`config.mk`:
```
export PLATFORM = sky130hd
export DESIGN_NAME = tiny_dnn_axil_master
export DESIGN_NICKNAME = d
export VERILOG_FILES = /design/src/rtl/tiny_dnn_axil_master.sv
export SDC_FILE = /design/constraint.sdc
export NUM_CORES = 1
export LEC_CHECK = 0
export BUFFER_PORTS_ARGS = -buffer_cell sky130_fd_sc_hd__buf_2
export CAP_MARGIN = 15
export CORE_ASPECT_RATIO = 1.1
export CORE_MARGIN = 2
export CORE_UTILIZATION = 45
export DETAILED_ROUTE_END_ITERATION = 7
export GPL_TIMING_DRIVEN = 1
export PLACE_DENSITY = 0.77
export SYNTH_ARGS = -nofsm -noshare
export SYNTH_HDL_FRONTEND = slang
export SYNTH_SLANG_ARGS = --single-unit
```
`constraint.sdc`:
```
create_clock -name M_AXI_ACLK -period 2.2 [get_ports M_AXI_ACLK]
set_input_delay 0.44 -clock M_AXI_ACLK [delete_from_list [all_inputs] [get_ports M_AXI_ACLK]]
set_output_delay 0.44 -clock M_AXI_ACLK [all_outputs]
set_load 0.01 [all_outputs]
```
`src/rtl/tiny_dnn_axil_master.sv`:
```
// tiny_dnn_axil_master: single-outstanding AXI4-Lite initiator bridging a valid/ready command
// port to the tiny_dnn slave register map, with a sticky stall watchdog on B/R waits.
module tiny_dnn_axil_master #(
    parameter int ADDR_W  = 16,
    parameter int TIMEOUT = 1024
) (
    input  logic              M_AXI_ACLK,
    input  logic              M_AXI_ARESETN,
    input  logic              cmd_valid,
    output logic              cmd_ready,
    input  logic              cmd_write,
    input  logic [ADDR_W-1:0] cmd_addr,
    input  logic [31:0]       cmd_wdata,
    output logic              rsp_valid,
    input  logic              rsp_ready,
    output logic              rsp_write,
    output logic [31:0]       rsp_rdata,
    output logic [1:0]        rsp_resp,
    output logic              timeout,
    output logic [31:0]       M_AXI_AWADDR,
    output logic              M_AXI_AWVALID,
    input  logic              M_AXI_AWREADY,
    output logic [31:0]       M_AXI_WDATA,
    output logic [3:0]        M_AXI_WSTRB,
    output logic              M_AXI_WVALID,
    input  logic              M_AXI_WREADY,
    input  logic [1:0]        M_AXI_BRESP,
    input  logic              M_AXI_BVALID,
    output logic              M_AXI_BREADY,
    output logic [31:0]       M_AXI_ARADDR,
    output logic              M_AXI_ARVALID,
    input  logic              M_AXI_ARREADY,
    input  logic [31:0]       M_AXI_RDATA,
    input  logic [1:0]        M_AXI_RRESP,
    input  logic              M_AXI_RVALID,
    output logic              M_AXI_RREADY
);
    typedef enum logic [2:0] {IDLE, WR, WRESP, RD, RDATA, RSP} state_t;
    localparam logic [31:0] TO_LIM = 32'(TIMEOUT);
    state_t state, state_n;
    logic aw_v, aw_v_n, w_v, w_v_n, b_r, b_r_n, ar_v, ar_v_n, r_r, r_r_n;
    logic rv, rv_n, rw, rw_n, to_q, to_n, waiting;
    logic [ADDR_W-1:0] addr, addr_n;
    logic [31:0] wdata, wdata_n, rdata, rdata_n, cnt, cnt_n;
    logic [1:0] resp, resp_n;
    assign waiting = state == WRESP || state == RDATA;
    always_comb begin
        state_n = state;
        aw_v_n  = aw_v;
        w_v_n   = w_v;
        b_r_n   = b_r;
        ar_v_n  = ar_v;
        r_r_n   = r_r;
        rv_n    = rv;
        rw_n    = rw;
        addr_n  = addr;
        wdata_n = wdata;
        rdata_n = rdata;
        resp_n  = resp;
        cnt_n   = waiting && cnt != TO_LIM ? cnt + 32'd1 : cnt;
        // the transaction keeps waiting after the flag sets; abandoning it is not legal AXI
        to_n    = waiting && TIMEOUT != 0 && cnt_n == TO_LIM ? 1'b1 : to_q;
        case (state)
            IDLE: if (cmd_valid) begin
                state_n = cmd_write ? WR : RD;
                addr_n  = cmd_addr & ~ADDR_W'(3);
                wdata_n = cmd_wdata;
                aw_v_n  = cmd_write;
                w_v_n   = cmd_write;
                ar_v_n  = !cmd_write;
                to_n    = 1'b0;
            end
            WR: begin
                aw_v_n = aw_v && !M_AXI_AWREADY;
                w_v_n  = w_v && !M_AXI_WREADY;
                if (!aw_v_n && !w_v_n) begin
                    state_n = WRESP;
                    b_r_n   = 1'b1;
                    cnt_n   = '0;
                end
            end
            WRESP: if (M_AXI_BVALID) begin
                state_n = RSP;
                b_r_n   = 1'b0;
                rv_n    = 1'b1;
                rw_n    = 1'b1;
                rdata_n = '0;
                resp_n  = M_AXI_BRESP;
            end
            RD: if (M_AXI_ARREADY) begin
                state_n = RDATA;
                ar_v_n  = 1'b0;
                r_r_n   = 1'b1;
                cnt_n   = '0;
            end
            RDATA: if (M_AXI_RVALID) begin
                state_n = RSP;
                r_r_n   = 1'b0;
                rv_n    = 1'b1;
                rw_n    = 1'b0;
                rdata_n = M_AXI_RDATA;
                resp_n  = M_AXI_RRESP;
            end
            RSP: if (rsp_ready) begin
                state_n = IDLE;
                rv_n    = 1'b0;
            end
            default: state_n = IDLE;
        endcase
    end
    always_ff @(posedge M_AXI_ACLK or negedge M_AXI_ARESETN) begin
        if (!M_AXI_ARESETN) begin
            state <= IDLE;
            aw_v  <= 1'b0;
            w_v   <= 1'b0;
            b_r   <= 1'b0;
            ar_v  <= 1'b0;
            r_r   <= 1'b0;
            rv    <= 1'b0;
            rw    <= 1'b0;
            to_q  <= 1'b0;
            addr  <= '0;
            wdata <= '0;
            rdata <= '0;
            resp  <= '0;
            cnt   <= '0;
        end else begin
            state <= state_n;
            aw_v  <= aw_v_n;
            w_v   <= w_v_n;
            b_r   <= b_r_n;
            ar_v  <= ar_v_n;
            r_r   <= r_r_n;
            rv    <= rv_n;
            rw    <= rw_n;
            to_q  <= to_n;
            addr  <= addr_n;
            wdata <= wdata_n;
            rdata <= rdata_n;
            resp  <= resp_n;
            cnt   <= cnt_n;
        end
    end
    assign cmd_ready     = state == IDLE;
    assign rsp_valid     = rv;
    assign rsp_write     = rw;
    assign rsp_rdata     = rdata;
    assign rsp_resp      = resp;
    assign timeout       = to_q;
    assign M_AXI_AWADDR  = 32'(addr);
    assign M_AXI_AWVALID = aw_v;
    assign M_AXI_WDATA   = wdata;
    assign M_AXI_WSTRB   = 4'hF;
    assign M_AXI_WVALID  = w_v;
    assign M_AXI_BREADY  = b_r;
    assign M_AXI_ARADDR  = 32'(addr);
    assign M_AXI_ARVALID = ar_v;
    assign M_AXI_RREADY  = r_r;
endmodule
```
==> impl_metrics.py <==
metrics = {
    "timing": {
        "worstMarginPinSlew_ps": 578,
        "slew_headroom": 0.615,
        "fin_ws_ps": -92.9,
        "whs_ps": 15.0,
        "rsz0062_at_grt": "yes",
        "period_minus_slack_ps": 2290,
        "fmax_mhz": 436,
        "post-route-period-util": 1.04,
        "finalHoldViolations": 0,
        "clock_skew_ps": 10.5,
        "slew_viol_final": 0,
        "setup-violations-final": 1,
    },
    "clock_tree": {
        "root_buffer": "clkbuf_16",
        "cts_tree": "built",
        "htreeDepth": 4,
        "clock-sinks": 123,
        "cts.path.max_buffers": 2,
        "cts_buffers": 17,
        "cts.clk_slew.worst_paths_ps": 60,
        "cts_hold_buf": 0,
        "clkLatencyLatePin_ps": 430,
    },
    "finish": {
        "multiInputGateArea_sq_um": 2740,
        "drive_gt1_frac": 0.361,
        "seqCellArea_sq_um": 3080,
        "layout_commonest_cell": "buf_2",
        "nFillCells": 1052,
        "layout_common_cells": "193 x buf_2, 170 x nand2_1, 123 x dfrtp_1, 84 x buf_4, 50 x nor2_1",
        "syn_to_final_growth_pct": 35.8,
        "num_antenna_cells": 0,
        "final_cell_area_sq_um": 8350,
        "fin_nets": 1012,
    },
    "critical_path": {
        "worstRegToRegCells": 8,
        "critPathKind": "reg -> reg",
        "endpoint_kind": "register",
        "critPathRequiredTime_ps": 2530,
        "r2r_slack_ps": -90,
        "arrival_ps": 2630,
        "crit_fanout": 6,
        "r2r-start": "cnt[0]",
        "startpoint_type": "register",
        "reg2reg_to": "timeout",
    },
    "global_route": {
        "globalRouteTotalUtil": 0.237,
        "gr-total-overflow": 0,
        "antenna_found_initial": 0,
        "grt_pass1_wl_um": 27100,
        "grt_max_degree": 45,
        "grt_pass1_vias": 5562,
    },
    "synthesis": {
        "synth_area_sq_um": 6150,
        "ys_seq_area_frac": 0.501,
        "netlist_instances": 670,
        "synth_edf_count": 0,
        "synth-async-reset-ratio": 1.00,
        "ys_ff_latch": 123,
        "synth_ff_type": "dfrtp_1",
        "yosysWarnings": 0,
        "yosysUniqueCellTypes": 53,
        "avgSynthCellArea_sq_um": 9.17,
    },
    "detailed_routing": {
        "drt_first_pass_iters": 6,
        "wl_per_cell_um": 15.3,
        "drt_iter0_drc": 347,
        "drc_errors": 0,
        "drt_wl_total_um": 17000,
        "vias": 5622,
        "avgViaCountPerCell": 5.05,
        "antenna_left": 0,
    },
    "power_and_ir_drop": {
        "p_leak_nw": 4.44,
        "fin_total_pwr_mw": 9.90,
        "p_per_area_nw_per_um2": 1190,
        "peakVddDrop_v": 0.000800,
    },
    "hold_path": {
        "hp-class": "in -> async",
    },
    "floorplan": {
        "dieArea_sq_um": 14600,
        "die_h_um": 127,
        "pin_count": 237,
        "fp.dieW_um": 115,
        "core_area_sq_um": 13300,
        "start_util": 0.463,
        "rows": 44,
    },
    "placement": {
        "dpl.hpwl_um": 11800,
        "gp_congestion": 0.900,
        "dpl_cell_area_sq_um": 7620,
        "portBuffers": 194,
    },
    "run_status": {
        "status": "finished, violations left",
        "violations": "negative setup slack",
    },
    "flow_run": {
        "cap_violations": 0,
    },
}
## flip-flops by register name, summed over array words and instances, names as in the netlist
| name | cells |
|---|---|
| rsp_resp | 2 |
| M_AXI_ARVALID | 1 |
| state | 3 |
| M_AXI_RREADY | 1 |
| timeout | 1 |
| rsp_valid | 1 |
| M_AXI_WDATA | 32 |
| M_AXI_BREADY | 1 |
| cnt | 32 |
| addr | 14 |
| rsp_rdata | 32 |
| rsp_write | 1 |
| M_AXI_AWVALID | 1 |
| M_AXI_WVALID | 1 |
## metal layers
layer	vias up	track usage	routed length, um
met2	237	0.410	9070
li1	2661	-	-
met4	0	0.0872	440
met3	45	0.0640	1060
met5	-	0	0
met1	2679	0.280	6470
## cell usage after synthesis (3+ instances only)
| cell type | number | area share |
|---|---|---|
| xor2_1 | 19 | 0.027 |
| inv_1 | 9 | 0.0055 |
| o21ai_0 | 13 | 0.011 |
| nor3_1 | 9 | 0.0073 |
| or4_1 | 3 | 0.0037 |
| nand2b_1 | 3 | 0.0031 |
| xnor2_1 | 18 | 0.026 |
| nor2b_1 | 4 | 0.0041 |
| nor4_1 | 9 | 0.0092 |
| nand3_1 | 17 | 0.014 |
| and3_1 | 6 | 0.0061 |
| a22o_1 | 33 | 0.047 |
| a21oi_1 | 8 | 0.0065 |
| buf_2 | 6 | 0.0049 |
| nor2_1 | 52 | 0.032 |
| buf_4 | 54 | 0.066 |
| nand2_1 | 170 | 0.10 |
| clkbuf_1 | 30 | 0.018 |
| dfrtp_1 | 123 | 0.50 |
| nand4_1 | 17 | 0.017 |
| a211oi_1 | 3 | 0.0037 |
| mux2i_1 | 5 | 0.0081 |
| nand3b_1 | 4 | 0.0049 |
| nor4b_1 | 3 | 0.0043 |
| a31oi_1 | 4 | 0.0041 |
| or3_1 | 3 | 0.0031 |
| and2_1 | 7 | 0.0071 |
## worst max path at each step
stage | startpoint | to | slack (ps) | cells past startpoint
final | cnt[0] | timeout | -90 | 8
after CTS | cnt[0] | timeout | -80 | 8
after detailed placement | cnt[0] | timeout | -130 | 9
after global routing | cnt[0] | timeout | -230 | 8
after global placement | cnt[0] | timeout | -120 | 9
after floorplan | cnt[6] | timeout | 30 | 7
## power breakdown
group          internal [mW]  switching (mW)  total [mW]
combinational           1.52            2.13        3.65
clock                   1.63            1.16        2.79
sequential              3.01           0.455        3.46
total                   6.16            3.74        9.90
## cell type report
class / count / share of cell area
flip-flops and latches: 123 / 0.369
multi-input cells: 484 / 0.328
repair buffers: 281 / 0.201
clock buffers: 18 / 0.0526
well taps: 184 / 0.0276
clock inverters: 14 / 0.0178
inverters: 9 / 0.00405
## logic make-up after synthesis
logic type               count (synthesis)  synth area share
multiplexers                             5           0.00814
XOR/XNOR                                37            0.0527
adder cells (fa/ha/maj)                  2           0.00407
AND/OR/NAND/NOR                        319             0.240
flip-flops                             123             0.501
AO/OA/AOI/OAI                           81            0.0975
other                                    2           0.00122
buffers and inverters                  101            0.0959
## timing repair
action,CTS,global route
endpoints found under the setup margin,1,12
gates cloned,0,0
buffers inserted,2,2
pin swaps,5,6
gates resized for setup,8,13
## critical path, cell delays in order (launching register included)
cell and delay [ps]:
dfrtp_1 400, ha_4 170, nand3b_1 120, or4_4 520
o21ai_4 170, o211ai_1 150, nor4_2 340, nand4_1 130
o31ai_1 190
## per-stage QoR
step | setup slack [ps] | TNS (ps) | cells | utilization
6_report | -92.9 | -92.9 | 1113 | 0.629
5_1_grt | -230 | -268 | 1113 | 0.629
4_1_cts | -75.5 | -75.5 | 1111 | 0.623
3_5_place_dp | -132 | -132 | 1078 | 0.575
3_3_place_gp | -119 | -119 | 1078 | 0.575
2_1_floorplan | 26.5 | 0 | 708 | -
No activity file was read; power rests on OpenSTA's default activity.
